File: config.mk
export PLATFORM = sky130hd
export DESIGN_NAME = fft64_cb_seq
export DESIGN_NICKNAME = d
export VERILOG_FILES = /design/src/rtl/fft64_pkg.sv /design/src/rtl/fft64_beat_cnt.sv /design/src/rtl/fft64_cb_seq.sv
export SDC_FILE = /design/constraint.sdc
export NUM_CORES = 1
export LEC_CHECK = 0
export ABC_AREA = 1
export BUFFER_PORTS_ARGS = -buffer_cell sky130_fd_sc_hd__buf_4
export CORE_UTILIZATION = 52
export DETAILED_ROUTE_END_ITERATION = 10
export PLACE_DENSITY = 0.87
export SYNTH_ARGS = -nofsm -noshare
export SYNTH_HDL_FRONTEND = slang
export SYNTH_SLANG_ARGS = --single-unit
File: constraint.sdc
create_clock -name clk -period 4 [get_ports clk]
set_input_delay 0.4 -clock clk [delete_from_list [all_inputs] [get_ports clk]]
set_output_delay 0.4 -clock clk [all_outputs]
set_load 0.01 [all_outputs]
File: src/rtl/fft64_pkg.sv
// Shared definitions for the 64-point FFT stage sequencers.
// Holds the sequencer state encoding and the datapath geometry constants
// (8 lanes per word, 8 words per frame, 3-bit beat counter, 10-bit samples,
// 8-bit frame counter).
package fft64_pkg;

    typedef enum logic [1:0] {
        IDLE  = 2'd0,
        START = 2'd1,
        LOAD  = 2'd2,
        SEND  = 2'd3
    } state_e;

    localparam int LANES = 8;
    localparam int CNT_W = 3;
    localparam int DW    = 10;
    localparam int FRM_W = 8;

endpackage

File: src/rtl/fft64_beat_cnt.sv
// Beat counter shared by the FFT stage sequencers.
// Counts 0..LANES-1 while enabled and wraps back to 0; clear has priority
// over enable. term flags the last beat of a phase.
//
// Ports:
//   clk    in   system clock
//   rst_n  in   synchronous active-low reset
//   clr    in   force the count to 0 on the next edge
//   en     in   advance the count on the next edge
//   cnt    out  current beat (CNT_W bits)
//   term   out  current beat is LANES-1
module fft64_beat_cnt
    import fft64_pkg::*;
#(
    parameter int LANES = fft64_pkg::LANES,
    parameter int CNT_W = fft64_pkg::CNT_W
) (
    input  logic             clk,
    input  logic             rst_n,
    input  logic             clr,
    input  logic             en,
    output logic [CNT_W-1:0] cnt,
    output logic             term
);

    logic [CNT_W-1:0] cnt_q;
    logic [CNT_W-1:0] cnt_d;

    assign term = (cnt_q == CNT_W'(LANES - 1));
    assign cnt  = cnt_q;

    always_comb begin
        cnt_d = cnt_q;
        if (clr) begin
            cnt_d = '0;
        end else if (en) begin
            // Explicit wrap so a non-power-of-two LANES still ends each phase.
            cnt_d = term ? '0 : cnt_q + CNT_W'(1);
        end
    end

    always_ff @(posedge clk) begin
        if (!rst_n) begin
            cnt_q <= '0;
        end else begin
            cnt_q <= cnt_d;
        end
    end

endmodule

File: src/rtl/fft64_cb_seq.sv
// Sequencer for the 8x8 corner-turn buffer of the 64-point FFT.
// Waits for a start-of-frame word, pulses the buffer start, paces upstream
// through the 8-beat load phase, then tags the 8-beat send phase with
// framing, bad-frame marking and twiddle column addresses.
//
// Optional build macro FFT64_CB_SEQ_CHECK_EN: when defined, the buffer's
// status (cb_start_send, cb_counter) is compared against the sequencer's own
// phase and beat every cycle and any disagreement sets err_sync. When not
// defined, err_sync is tied low and the status inputs are ignored.
//
// Ports:
//   clk, rst_n       clock, synchronous active-low reset
//   in_valid/in_sof  upstream word valid and first-word marker
//   in_ready         upstream word consumed this cycle
//   cb_start_count   one-cycle start pulse to the buffer
//   cb_start_send    buffer send-phase status
//   cb_counter       buffer beat counter
//   out_valid        output word valid (send phase)
//   out_sof/out_eof  first / last output word of a frame
//   out_bad          output frame was loaded with an underrun
//   tw_addr          twiddle ROM column for the current output word
//   frame_cnt        completed output frames (wraps)
//   err_underrun     sticky underrun flag
//   err_sync         sticky buffer-desync flag
module fft64_cb_seq
    import fft64_pkg::*;
#(
    parameter int LANES = fft64_pkg::LANES,
    parameter int CNT_W = fft64_pkg::CNT_W,
    parameter int FRM_W = fft64_pkg::FRM_W
) (
    input  logic             clk,
    input  logic             rst_n,
    input  logic             in_valid,
    input  logic             in_sof,
    output logic             in_ready,
    output logic             cb_start_count,
    input  logic             cb_start_send,
    input  logic [CNT_W-1:0] cb_counter,
    output logic             out_valid,
    output logic             out_sof,
    output logic             out_eof,
    output logic             out_bad,
    output logic [CNT_W-1:0] tw_addr,
    output logic [FRM_W-1:0] frame_cnt,
    output logic             err_underrun,
    output logic             err_sync
);

    state_e           state_q;
    state_e           state_d;
    logic [CNT_W-1:0] beat;
    logic             beat_term;
    logic             beat_en;
    logic             beat_clr;

    logic             bad_q;
    logic             bad_d;
    logic             err_underrun_q;
    logic             err_underrun_d;
    logic [FRM_W-1:0] frame_cnt_q;
    logic [FRM_W-1:0] frame_cnt_d;

    // The counter only runs inside LOAD and SEND; it is held at 0 otherwise
    // so each phase starts on beat 0.
    assign beat_en  = (state_q == LOAD) || (state_q == SEND);
    assign beat_clr = !beat_en;

    fft64_beat_cnt #(
        .LANES (LANES),
        .CNT_W (CNT_W)
    ) u_beat_cnt (
        .clk   (clk),
        .rst_n (rst_n),
        .clr   (beat_clr),
        .en    (beat_en),
        .cnt   (beat),
        .term  (beat_term)
    );

    // State register
    always_ff @(posedge clk) begin
        if (!rst_n) begin
            state_q <= IDLE;
        end else begin
            state_q <= state_d;
        end
    end

    // Next-state logic
    always_comb begin
        state_d = state_q;
        unique case (state_q)
            IDLE:  if (in_valid && in_sof) state_d = START;
            START: state_d = LOAD;
            LOAD:  if (beat_term) state_d = SEND;
            SEND:  if (beat_term) state_d = IDLE;
            default: state_d = IDLE;
        endcase
    end

    // Output logic
    always_comb begin
        in_ready       = 1'b0;
        cb_start_count = 1'b0;
        out_valid      = 1'b0;
        out_sof        = 1'b0;
        out_eof        = 1'b0;
        out_bad        = 1'b0;
        tw_addr        = '0;
        unique case (state_q)
            // Non-sof words are swallowed so the controller resynchronises;
            // the sof word itself is held until LOAD beat 0.
            IDLE:  in_ready = in_valid && !in_sof;
            START: cb_start_count = 1'b1;
            LOAD:  in_ready = 1'b1;
            SEND: begin
                out_valid = 1'b1;
                out_sof   = (beat == '0);
                out_eof   = beat_term;
                out_bad   = bad_q;
                tw_addr   = beat;
            end
            default: ;
        endcase
    end

    // Frame status: the buffer cannot stall, so a missing word only marks the
    // frame bad and the load phase still runs its full length.
    always_comb begin
        bad_d          = bad_q;
        err_underrun_d = err_underrun_q;
        frame_cnt_d    = frame_cnt_q;
        if ((state_q == LOAD) && !in_valid) begin
            bad_d          = 1'b1;
            err_underrun_d = 1'b1;
        end
        if ((state_q == SEND) && beat_term) begin
            bad_d       = 1'b0;
            frame_cnt_d = frame_cnt_q + FRM_W'(1);
        end
    end

    always_ff @(posedge clk) begin
        if (!rst_n) begin
            bad_q          <= 1'b0;
            err_underrun_q <= 1'b0;
            frame_cnt_q    <= '0;
        end else begin
            bad_q          <= bad_d;
            err_underrun_q <= err_underrun_d;
            frame_cnt_q    <= frame_cnt_d;
        end
    end

    assign err_underrun = err_underrun_q;
    assign frame_cnt    = frame_cnt_q;

`ifdef FFT64_CB_SEQ_CHECK_EN
    logic sync_bad;
    logic err_sync_q;
    logic err_sync_d;

    // The buffer's send flag and beat must track our own phase and beat.
    always_comb begin
        sync_bad = 1'b0;
        unique case (state_q)
            LOAD:    sync_bad = (cb_counter != beat) || cb_start_send;
            SEND:    sync_bad = (cb_counter != beat) || !cb_start_send;
            default: sync_bad = cb_start_send;
        endcase
        err_sync_d = err_sync_q || sync_bad;
    end

    always_ff @(posedge clk) begin
        if (!rst_n) begin
            err_sync_q <= 1'b0;
        end else begin
            err_sync_q <= err_sync_d;
        end
    end

    assign err_sync = err_sync_q;
`else
    logic unused_cb_status;
    assign unused_cb_status = cb_start_send ^ (^cb_counter);
    assign err_sync         = 1'b0;
`endif

endmodule
==> summary.txt, run 1 <==
Run status
  • Result of the run: finished, final reports clean

Cells and area
  • Area added between synthesis and finish: 21.4%
  • # fillers: 135
  • Share of post-route cells with drive strength above 1: 27.0%
  • Post-Layout Inst Area: 1030 µm²
  • Post-Route Utilization: 68.3%
  • Final nets: 155
  • Ant diodes: 0
  • Footprint of the multi-input gates: 450 µm²
  • Area taken by flip-flops and latches: 300 µm²

Worst setup path
  • WP buf/inv: 2
  • Max stage delay on crit path: 470 ps
  • Data required time at the worst endpoint: 3600 ps
  • Nature of the critical path startpoint: flop
  • Top Family by Delay on Critical Path: adder cells
  • Type of element capturing the critical path: output port
  • Worst Reg2Reg Path Length in Cells: 6
  • Category of the most critical setup path: flop to output port
  • Series of cell instances along the critical path: ha_1 > nand2_2 > inv_2 > buf_4
  • Worst-path cell with the longest stage delay: sky130_fd_sc_hd__ha_1
  • Number of logic stages on the critical path including buffering: 4
  • Largest fanout of any net on the critical path: 10
  • Arrival time at the worst endpoint: 1550 ps

Placement
  • Detailed placer's ending HPWL: 1.21 mm
  • Number of port buffers: 21
  • Post-detailed-placement cell area: 1000 µm²
  • Final estimated routing congestion in global placement: 0.822

Timing
  • Final Hold Vio Count: 0
  • Final period demand of the worst path: 1950 ps
  • Aggregate negative setup slack: 0 ps
  • Worst slack on hold paths: 398 ps
  • Unrepaired setup endpoints after global routing: false
  • Final max-slew violation count: 0
  • Setup Skew: 2.41 ps
  • Setup-failing EPs final: 0
  • Share of the clock period used by the worst path: 48.7%
  • Achievable clock frequency: 513 MHz

Flow run
  • Total of max-cap violations: 0

GRT
  • Congestion Overflow GR: 0
  • Largest net degree at the start of global routing: 12
  • Wire length of the first global-routing pass: 2.68 mm
  • Number of antenna violations at the first check in global routing: 0
  • Via count of the first global-routing pass: 634
  • Total global-route track usage: 20.2%

Synthesis
  • Cells after Synth: 115
  • Mapped cell area: 847 µm²
  • Main area contributors after synthesis: sky130_fd_sc_hd__dfxtp_1 (35%), sky130_fd_sc_hd__ha_1 (13%), sky130_fd_sc_hd__nand2_1 (10%)
  • Number of distinct library cell variants in the gate-level netlist after synthesis: 22
  • Warning count from the yosys run: 0
  • Cell type with the highest aggregate area in the netlist: sky130_fd_sc_hd__dfxtp_1
  • Prevailing post-synth register cell: sky130_fd_sc_hd__dfxtp_1
  • Synth Area per Inst: 7.37 µm²
  • Number of enable-type register cells in the synthesized netlist: 0
  • Sequential-to-total area share from yosys stat: 35.5%
  • Syn nets: 132
  • Cell types with the highest counts after synthesis: sky130_fd_sc_hd__nand2_1 (23), sky130_fd_sc_hd__nor2_1 (18), sky130_fd_sc_hd__inv_1 (16), sky130_fd_sc_hd__dfxtp_1 (15), sky130_fd_sc_hd__ha_1 (9)
  • Synth async-reset ratio: 0%
  • Area share of the largest cell type after synthesis: 35.5%
  • Number of storage elements in the synthesis netlist: 15
  • Cell with the most instances after synthesis: sky130_fd_sc_hd__nand2_1

Clock network
  • Root buffer cell: sky130_fd_sc_hd__clkbuf_4
  • Cts repair resizes: 0
  • Reg clk slew, reported paths: 90 ps
  • Clock network latency to the later pin of the worst-skew pair: 290 ps
  • Number of hold buffers added after cts: 0
  • Buffers from clock root to sink, at most: 2
  • Post-CTS Repair Setup Buffers: 0
  • CTS sink cnt: 15
  • Clock tree from TritonCTS: done
  • Total CTS buffers: 3
  • H-Tree Level Count: 1

Hold path
  • Count of cells along the worst hold path: 3
  • Hold WC Path Type: input pin to flop

Floorplanning
  • I/O pins: 27
  • Y dimension of the die: 42.4 µm
  • Die area: 1790 µm²
  • Floorplan core area: 1510 µm²
  • Initial standard-cell utilization of the core: 56.2%
  • Overall die width: 42.4 µm
  • Number of rows in the core area: 14

Routing
  • Metal1 wirelength: 702 µm
  • Total met3 wirelength after detailed routing: 93 µm
  • Met2 Routed Length: 773 µm
  • Remaining design rule violation count: 0
  • Initial detailed-routing violation count: 28
  • Topmost layer with routed signal wires: met4
  • Routed wire per std cell: 10.5 µm
  • Mean number of vias per cell: 5.00
  • Antenna viol nets, final: 0
  • Vias: 765
  • Drt pass-1 iters: 4
  • DRT Wirelength: 1.61 mm

Pwr
  • P_leak: 0.523 nW
  • Power Dens Cells: 415 nW/µm²
  • Maximum vdd drop: 0.000260 V
## logic make-up (layout without fill, tap and decap cells)
group           after synthesis  after routing  synth area share [%]
simple gates                 56             56                  30.7
buf+inv                      22             44                  11.4
flops                        15             15                  35.5
compound gates               12             12                  8.71
fa+ha+maj                     9              9                  13.3
other cells                   1              1                 0.443
## registers in the layout (all words and copies together), names as in the netlist
| signal | cells |
|---|---|
| frame_cnt | 8 |
| u_beat_cnt.cnt | 3 |
| state_q | 2 |
| bad_q | 1 |
| err_underrun | 1 |
## per-stage QoR
step	setup slack, ps	std cells	power [mW]
after floorplan	2640	115	0.298
after global placement	2410	149	0.332
after detailed placement	2360	149	0.342
after CTS	2030	153	0.430
after global routing	1930	153	0.459
final	2050	153	0.427
## worst reg2reg max path, delay by kind of cell, from the launching register on
kind,cells,cell delay (ps)
DFF,1,400
adders and majority gates,1,470
and+or+nand+nor,5,540
## routing by layer
| layer | vias to the layer above | track usage (%) |
|---|---|---|
| li1 | 389 | - |
| met1 | 345 | 24.5 |
| met2 | 26 | 33.2 |
| met3 | 5 | 5.17 |
| met4 | 0 | 9.38 |
| met5 | - | 0 |
## final cells by class
cell class                 instances  share of cell area (%)
tap                               16                    1.95
multi-input combinational         78                    43.8
inverter                          19                    7.06
clock inverter                     1                   0.487
clock buffer                       3                    2.19
timing repair buffer              21                    15.3
sequential                        15                    29.2
## power breakdown
group          switching, mW  internal (mW)
combinational         0.0872         0.0694
sequential            0.0156          0.166
clock                 0.0515         0.0373
total                  0.154          0.272
## cells in the final DEF (no fill, tap or decap), types with 3 or more instances in the layout
cell	n
sky130_fd_sc_hd__a21oi_1	7
sky130_fd_sc_hd__clkbuf_4	3
sky130_fd_sc_hd__ha_1	9
sky130_fd_sc_hd__dfxtp_1	15
sky130_fd_sc_hd__nor2_2	3
sky130_fd_sc_hd__inv_1	16
sky130_fd_sc_hd__nand3_1	6
sky130_fd_sc_hd__nor2_1	18
sky130_fd_sc_hd__nand2_1	23
sky130_fd_sc_hd__buf_4	21
## path summary, 6_finish.rpt
path / start / end / slack, ps
setup / recovery: state_q[0]$_SDFFE_PN0P_ / out_eof / 2050
hold reg to reg: u_beat_cnt.cnt[0]$_SDFF_PP0_ / u_beat_cnt.cnt[0]$_SDFF_PP0_ / 480
setup reg to reg: state_q[0]$_SDFFE_PN0P_ / frame_cnt[4]$_SDFFE_PN0P_ / 2480
hold / removal: rst_n / frame_cnt[4]$_SDFFE_PN0P_ / 400
No activity file was read; power rests on OpenSTA's default activity.
==> inputs of run 2 (changes only) <==
--- a/config.mk
+++ b/config.mk
@@ -5,11 +5,11 @@
 export SDC_FILE = /design/constraint.sdc
 export NUM_CORES = 1
 export LEC_CHECK = 0
-export ABC_AREA = 1
+export ABC_AREA = 0
 export BUFFER_PORTS_ARGS = -buffer_cell sky130_fd_sc_hd__buf_4
-export CORE_UTILIZATION = 52
+export CORE_UTILIZATION = 43
 export DETAILED_ROUTE_END_ITERATION = 10
-export PLACE_DENSITY = 0.87
+export PLACE_DENSITY = 0.79
 export SYNTH_ARGS = -nofsm -noshare
 export SYNTH_HDL_FRONTEND = slang
 export SYNTH_SLANG_ARGS = --single-unit
==> constraint.sdc (replaced) <==
create_clock -name clk -period 1.7 [get_ports clk]
set_input_delay 0.17 -clock clk [delete_from_list [all_inputs] [get_ports clk]]
set_output_delay 0.17 -clock clk [all_outputs]
set_load 0.01 [all_outputs]
==> run 2 against run 1 <==
- sequential cell count stayed put
- worst hold slack worse by 240 ps
- worst setup slack worse by 2000 ps
- design area is 1.8% lower
- critical path type unchanged
- largest power group unchanged
==> summary.txt, run 2 <==
Run status
  • Result of the run: finished, final reports clean

Cells and area
  • Area taken by flip-flops and latches: 302 µm² (+0.42%)
  • Final nets: 133 (-14%)
  • Area added between synthesis and finish: 28.1%
  • Share of post-route cells with drive strength above 1: 27.8% (+0.82 points)
  • Footprint of the multi-input gates: 452 µm² (+0.28%)
  • Ant diodes: 0 (unchanged)
  • # fillers: 157 (+16%)
  • Commonest non-fill, non-tap cells in the layout: sky130_fd_sc_hd__buf_4 (23), sky130_fd_sc_hd__dfxtp_1 (14), sky130_fd_sc_hd__ha_1 (8), sky130_fd_sc_hd__inv_1 (7), sky130_fd_sc_hd__a21oi_1 (7)
  • Most common cell after layout, fill and taps aside: sky130_fd_sc_hd__buf_4
  • Max FFs per register: 8 (unchanged)

GRT
  • Wire length of the first global-routing pass: 2.26 mm (-16%)
  • Total global-route track usage: 15.5% (-4.7 points)
  • Via count of the first global-routing pass: 525 (-17%)
  • Met3 routing resource usage after global routing: 3.60% (-1.6 points)
  • Largest net degree at the start of global routing: 13 (+1)
  • Number of antenna violations at the first check in global routing: 0 (unchanged)
  • Congestion Overflow GR: 0 (unchanged)
  • Global routing met2 resource utilization: 22.6% (-11 points)
  • Met1 usage in global routing: 21.6% (-2.9 points)
  • Routing layer with the top usage in global route: met2

Synthesis
  • Mux contribution to synthesized area: 0% (unchanged)
  • Area share of the largest cell type after synthesis: 38.1% (+2.6 points)
  • Cell types with the highest counts after synthesis: sky130_fd_sc_hd__dfxtp_1 (15), sky130_fd_sc_hd__ha_1 (9), sky130_fd_sc_hd__a21oi_1 (7), sky130_fd_sc_hd__inv_1 (7)
  • Fraction of the mapped netlist area in simple logic gates: 23.7% (-7.1 points)
  • Arithmetic-cell share of the synthesized area counting full adders, half adders and majority gates: 14.3% (+0.99 points)
  • Compound-gate portion of the synthesized area: 16.0% (+7.3 points)
  • Number of enable-type register cells in the synthesized netlist: 0 (unchanged)
  • XOR/XNOR Fraction of Synth Area: 2.22% (+2.2 points)
  • Syn nets: 108 (-18%)
  • Number of storage elements in the synthesis netlist: 15 (unchanged)
  • Warning count from the yosys run: 0 (unchanged)
  • Synth async-reset ratio: 0% (unchanged)
  • Cell type with the highest aggregate area in the netlist: sky130_fd_sc_hd__dfxtp_1
  • Mapped cell area: 788 µm² (-6.9%)
  • Number of distinct library cell variants in the gate-level netlist after synthesis: 29 (+32%)
  • Sequential-to-total area share from yosys stat: 38.1% (+2.6 points)
  • Cell with the most instances after synthesis: sky130_fd_sc_hd__dfxtp_1
  • Cells after Synth: 91 (-21%)
  • Largest family of logic cells by synthesized area: simple AND/OR/NAND/NOR gates
  • Main area contributors after synthesis: sky130_fd_sc_hd__dfxtp_1 (38%), sky130_fd_sc_hd__ha_1 (14%), sky130_fd_sc_hd__a21oi_1 (4.4%)
  • Synth Area per Inst: 8.66 µm² (+18%)
  • Prevailing post-synth register cell: sky130_fd_sc_hd__dfxtp_1

Timing
  • Worst path setup slack after routing: 92.9 ps (-1960 ps)
  • Final Hold Vio Count: 0 (unchanged)
  • Achievable clock frequency: 622 MHz
  • Final max-slew violation count: 0 (unchanged)
  • Setup Skew: 2.76 ps (+0.357 ps)
  • Share of the clock period used by the worst path: 94.5%
  • Worst slack on hold paths: 155 ps (-243 ps)
  • Final period demand of the worst path: 1610 ps
  • Aggregate negative setup slack: 0 ps (unchanged)
  • Unrepaired setup endpoints after global routing: false
  • Setup-failing EPs final: 0 (unchanged)

Placement
  • Number of port buffers: 21 (unchanged)
  • Final estimated routing congestion in global placement: 0.761 (-7.4%)
  • Detailed placer's ending HPWL: 1.10 mm (-9.3%)
  • Worst slack after detailed placement: 124 ps (-2240 ps)

Clock network
  • CTS sink cnt: 15 (unchanged)
  • Buffers from clock root to sink, at most: 2 (unchanged)
  • H-Tree Level Count: 1 (unchanged)
  • Reg clk slew, reported paths: 80 ps (about the same)
  • Post-CTS Repair Setup Buffers: 0 (unchanged)
  • Total CTS buffers: 3 (unchanged)
  • Clock tree from TritonCTS: done
  • Number of hold buffers added after cts: 0 (unchanged)
  • Root buffer cell: sky130_fd_sc_hd__clkbuf_4
  • Clock network latency to the later pin of the worst-skew pair: 270 ps (-20 ps)

Pwr
  • Net switching power figure: 0.330 mW (+110%)
  • P_leak: 0.453 nW (-13%)
  • Switching share of power: 33.4% (-2.8 points)
  • Power share of the combinational group: 36.8% (about the same)
  • Clock network fraction of total power: 19.8% (-1.0 points)
  • Flop pwr share: 43.4% (+0.9 points)
  • Power Dens Cells: 978 nW/µm² (+140%)
  • Maximum vdd drop: 0.000697 V (+170%)
  • Internal cell power: 0.657 mW (+140%)

Floorplanning
  • Floorplan core area: 1730 µm² (+15%)
  • Die area: 2010 µm² (+12%)
  • Number of rows in the core area: 15 (+1)
  • Overall die width: 44.8 µm (+5.8%)
  • I/O pins: 27 (unchanged)
  • Initial standard-cell utilization of the core: 45.7% (-11 points)
  • Y dimension of the die: 44.8 µm (+5.8%)

Worst setup path
  • R2R setup slack: 160 ps (-2320 ps)
  • Nature of the critical path startpoint: flop
  • Type of element capturing the critical path: output port
  • Arrival time at the worst endpoint: 1440 ps (-110 ps)
  • Endpoint of the worst-slack reg-to-reg timing path: frame_cnt[7]$_SDFFE_PN0P_
  • Data required time at the worst endpoint: 1530 ps (-2070 ps)
  • Worst flop-to-flop path startpoint: u_beat_cnt.cnt[1]$_SDFF_PP0_
  • Category of the most critical setup path: flop to output port
  • Worst Reg2Reg Path Length in Cells: 5 (-1)
  • Largest fanout of any net on the critical path: 5 (-5)

Routing
  • Remaining design rule violation count: 0 (unchanged)
  • Antenna viol nets, final: 0 (unchanged)
  • DRT Wirelength: 1.48 mm (-8.0%)
  • Vias: 702 (-8.2%)
  • Initial detailed-routing violation count: 12 (-57%)
  • Drt pass-1 iters: 4 (unchanged)
  • Mean number of vias per cell: 5.01 (+0.29%)
  • Routed wire per std cell: 10.6 µm (+0.51%)

Flow run
  • Total of max-cap violations: 0 (unchanged)

Hold path
  • Endpoint, Worst Hold: u_beat_cnt.cnt[1]$_SDFF_PP0_
  • Hold WC Path Type: input pin to flop
  • Hold path startpoint: rst_n
  • Count of cells along the worst hold path: 2 (-1)
run 2: kinds of logic (layout without fill, tap and decap cells):
family	after synthesis	count (layout)
and+or+nand+nor	35	35
other	1	1
AOI/OAI and AO/OA	19	19
adders and majority gates	9	9
DFF	15	15
xor gates and xnor gates	2	2
buffers and inverters	10	34
run 2: cell type report:
class | instances | share of cell area, %
clock buffers | 4 | 2.60
inverters | 7 | 2.60
multi-input cells | 66 | 44.7
flip-flops and latches | 15 | 29.9
well taps | 25 | 3.10
repair buffers | 23 | 17.1
run 2: worst max-delay path by stage:
stage / startpoint / to / cells past startpoint / slack [ps]
after floorplan: u_beat_cnt.cnt[0]$_SDFF_PP0_ / frame_cnt[5]$_SDFFE_PN0P_ / 5 / 190
after global placement: u_beat_cnt.cnt[0]$_SDFF_PP0_ / frame_cnt[7]$_SDFFE_PN0P_ / 5 / 160
after detailed placement: u_beat_cnt.cnt[0]$_SDFF_PP0_ / frame_cnt[7]$_SDFFE_PN0P_ / 5 / 120
after CTS: u_beat_cnt.cnt[0]$_SDFF_PP0_ / out_eof / 6 / 30
after global routing: u_beat_cnt.cnt[0]$_SDFF_PP0_ / out_eof / 6 / 20
final: u_beat_cnt.cnt[0]$_SDFF_PP0_ / out_eof / 6 / 90
run 2: timing repair:
action / 4_1_cts / 5_1_grt
endpoints found under the setup margin: 1 / 1
resized for setup: 1 / 2
endpoints found under the hold margin: 0 / 0
run 2: power by group through the flow:
stage	clock network [mW]	registers, mW	logic [mW]
2_1_floorplan	0	0.426	0.253
3_3_place_gp	0	0.431	0.352
3_5_place_dp	0	0.436	0.360
4_1_cts	0.202	0.427	0.362
5_1_grt	0.212	0.435	0.411
6_report	0.195	0.429	0.363
run 2: stage by stage:
step	total power, mW	cell area (µm²)	util [%]	std cells
final	0.987	1010	58.5	140
after global routing	1.06	1010	58.5	140
after CTS	0.992	1010	58.3	140
after detailed placement	0.795	977	56.6	136
after global placement	0.783	977	56.6	136
after floorplan	0.679	788	-	91
run 2: layer usage:
layer	wire, µm	part of all wire [%]
met1	745	50
met2	647	44
met3	57	3.9
met4	27	1.8
met5	0	0
run 2: worst max-delay path: stages (launching register included):
cell	delay, ps
sky130_fd_sc_hd__dfxtp_2	340
sky130_fd_sc_hd__ha_1	200
sky130_fd_sc_hd__ha_2	190
sky130_fd_sc_hd__buf_4	150
sky130_fd_sc_hd__nand2_2	90
sky130_fd_sc_hd__inv_1	60
sky130_fd_sc_hd__buf_4	140
==> inputs of run 3 (changes only) <==
--- a/config.mk
+++ b/config.mk
@@ -7,6 +7,7 @@
 export LEC_CHECK = 0
 export ABC_AREA = 0
 export BUFFER_PORTS_ARGS = -buffer_cell sky130_fd_sc_hd__buf_4
+export CORE_MARGIN = 2
 export CORE_UTILIZATION = 43
 export DETAILED_ROUTE_END_ITERATION = 10
 export PLACE_DENSITY = 0.79
==> run 3 against run 2 <==
- largest cell class unchanged
- critical path type unchanged
- sequential share of layout area did not move
- sequential cell count is the same
- power increased by 0.65%
- critical path depth unchanged
- first-iteration DRC count increased by 8.3%
- fmax rose by 0.16%
- highest routed layer unchanged
- worst hold slack got worse by 6.4 ps
- non-clock buffer count unchanged
- combinational power down 1%
==> summary.txt, run 3 (synthesis gave the netlist of run 2 again) <==
Worst setup path
  • Arrival time at the worst endpoint: 1430 ps (about the same)
  • Largest fanout of any net on the critical path: 5 (unchanged)
  • Type of element capturing the critical path: output port
  • Nature of the critical path startpoint: flop
  • Data required time at the worst endpoint: 1530 ps (about the same)
  • Category of the most critical setup path: flop to output port

Clock network
  • Root buffer cell: sky130_fd_sc_hd__clkbuf_4
  • H-Tree Level Count: 1 (unchanged)
  • Clock tree from TritonCTS: done
  • CTS sink cnt: 15 (unchanged)
  • Post-CTS Repair Setup Buffers: 0 (unchanged)
  • Number of hold buffers added after cts: 0 (unchanged)
  • Clock network latency to the later pin of the worst-skew pair: 290 ps (+20 ps)
  • Total CTS buffers: 3 (unchanged)
  • Reg clk slew, reported paths: 90 ps (about the same)
  • Buffers from clock root to sink, at most: 2 (unchanged)

GRT
  • Number of antenna violations at the first check in global routing: 0 (unchanged)
  • Largest net degree at the start of global routing: 13 (unchanged)
  • Congestion Overflow GR: 0 (unchanged)
  • Via count of the first global-routing pass: 561 (+6.9%)
  • Total global-route track usage: 14.6% (-0.93 points)
  • Wire length of the first global-routing pass: 2.29 mm (+1.2%)

Floorplanning
  • Overall die width: 46.8 µm (+4.5%)
  • Die area: 2190 µm² (+9.1%)
  • I/O pins: 27 (unchanged)
  • Floorplan core area: 1730 µm² (unchanged)
  • Initial standard-cell utilization of the core: 45.7% (unchanged)
  • Y dimension of the die: 46.8 µm (+4.5%)
  • Number of rows in the core area: 15 (unchanged)

Cells and area
  • Max FFs per register: 8 (unchanged)
  • Commonest non-fill, non-tap cells in the layout: sky130_fd_sc_hd__buf_4 (23), sky130_fd_sc_hd__dfxtp_1 (14), sky130_fd_sc_hd__ha_1 (8), sky130_fd_sc_hd__inv_1 (7), sky130_fd_sc_hd__a21oi_1 (7)
  • Area added between synthesis and finish: 28.1% (unchanged)
  • Ant diodes: 0 (unchanged)
  • Most common cell after layout, fill and taps aside: sky130_fd_sc_hd__buf_4
  • Post-Layout Inst Area: 1010 µm² (unchanged)
  • Share of post-route cells with drive strength above 1: 27.8% (unchanged)
  • # fillers: 163 (+3.8%)
  • Post-Route Utilization: 58.5% (unchanged)
  • Final nets: 133 (unchanged)
  • Final non-filler cell total: 140 (unchanged)

Timing
  • Aggregate negative setup slack: 0 ps (unchanged)
  • Setup Skew: 6.23 ps (+3.46 ps)
  • Final period demand of the worst path: 1600 ps (-2.56 ps)
  • Share of the clock period used by the worst path: 94.4% (-0.15 points)
  • Final Hold Vio Count: 0 (unchanged)
  • Final max-slew violation count: 0 (unchanged)
  • Worst path setup slack after routing: 95.4 ps (+2.56 ps)
  • Achievable clock frequency: 623 MHz (+0.16%)
  • Unrepaired setup endpoints after global routing: false
  • Setup-failing EPs final: 0 (unchanged)
  • Worst slack on hold paths: 149 ps (-6.37 ps)

Placement
  • Detailed placer's ending HPWL: 1.10 mm (-0.15%)
  • Worst slack after detailed placement: 143 ps (+19.4 ps)
  • Post-detailed-placement cell area: 977 µm² (unchanged)
  • Final estimated routing congestion in global placement: 0.747 (-1.9%)
  • Number of port buffers: 21 (unchanged)
  • Placed instance count: 136 (unchanged)

Pwr
  • Maximum vdd drop: 0.000594 V (-15%)
  • P_leak: 0.453 nW (unchanged)
  • Power Dens Cells: 984 nW/µm² (+0.65%)
  • Pwr Total: 0.994 mW (+0.65%)

Run status
  • Result of the run: finished, final reports clean

Routing
  • Vias: 699 (-0.43%)
  • DRT Wirelength: 1.47 mm (-0.27%)
  • Drt pass-1 iters: 4 (unchanged)
  • Antenna viol nets, final: 0 (unchanged)
  • Initial detailed-routing violation count: 13 (+1)
  • Mean number of vias per cell: 4.99 (-0.43%)
  • Remaining design rule violation count: 0 (unchanged)
  • Routed wire per std cell: 10.5 µm (-0.27%)

Flow run
  • Total of max-cap violations: 0 (unchanged)

Hold path
  • Hold WC Path Type: input pin to flop
-- run 3: cell counts in the layout (fill, tap and decap cells not counted) --
No cell type changed its count.
-- run 3: per-layer routing --
layer / routed length (µm) / track usage [%] / vias up / part of all wire [%]
met3: 83 / 3.46 / 4 / 5.6
met5: 0 / 0 / - / 0
met4: 19 / 6.67 / 0 / 1.3
met2: 680 / 22.5 / 17 / 46
li1: - / - / 358 / -
met1: 690 / 19.3 / 320 / 47
-- run 3: worst max-delay path: stages, from the launching register on --
cell	delay (ps)
sky130_fd_sc_hd__dfxtp_2	340
sky130_fd_sc_hd__ha_1	190
sky130_fd_sc_hd__ha_2	190
sky130_fd_sc_hd__buf_4	150
sky130_fd_sc_hd__nand2_2	90
sky130_fd_sc_hd__inv_1	50
sky130_fd_sc_hd__buf_4	140
-- run 3: timing repair --
action                     CTS  global route
resized for setup            1             2
setup endpoints to repair    1             1
cloned                       0             0
-- run 3: path summary, 6_finish.rpt --
| kind | from | endpoint | slack (ps) | depth (start not counted) |
|---|---|---|---|---|
| max | u_beat_cnt.cnt[0]$_SDFF_PP0_ | out_eof | 100 | 6 |
| min | rst_n | u_beat_cnt.cnt[2]$_SDFF_PP0_ | 150 | 2 |
| max reg2reg | u_beat_cnt.cnt[1]$_SDFF_PP0_ | frame_cnt[7]$_SDFFE_PN0P_ | 170 | 5 |
| min reg2reg | u_beat_cnt.cnt[0]$_SDFF_PP0_ | u_beat_cnt.cnt[0]$_SDFF_PP0_ | 440 | 1 |
-- run 3: final cells by class --
type                       count  area, µm²  share of cell area, %
sequential                    15        302                   29.9
timing repair buffer          23        173                   17.1
clock buffer                   4       26.3                   2.60
multi-input combinational     66        452                   44.7
inverter                       7       26.3                   2.60
tap                           25       31.3                   3.10
-- run 3: where the power goes --
group          internal, mW  switching, mW
Combinational         0.175          0.183
Clock                0.0911          0.118
Sequential            0.391         0.0352
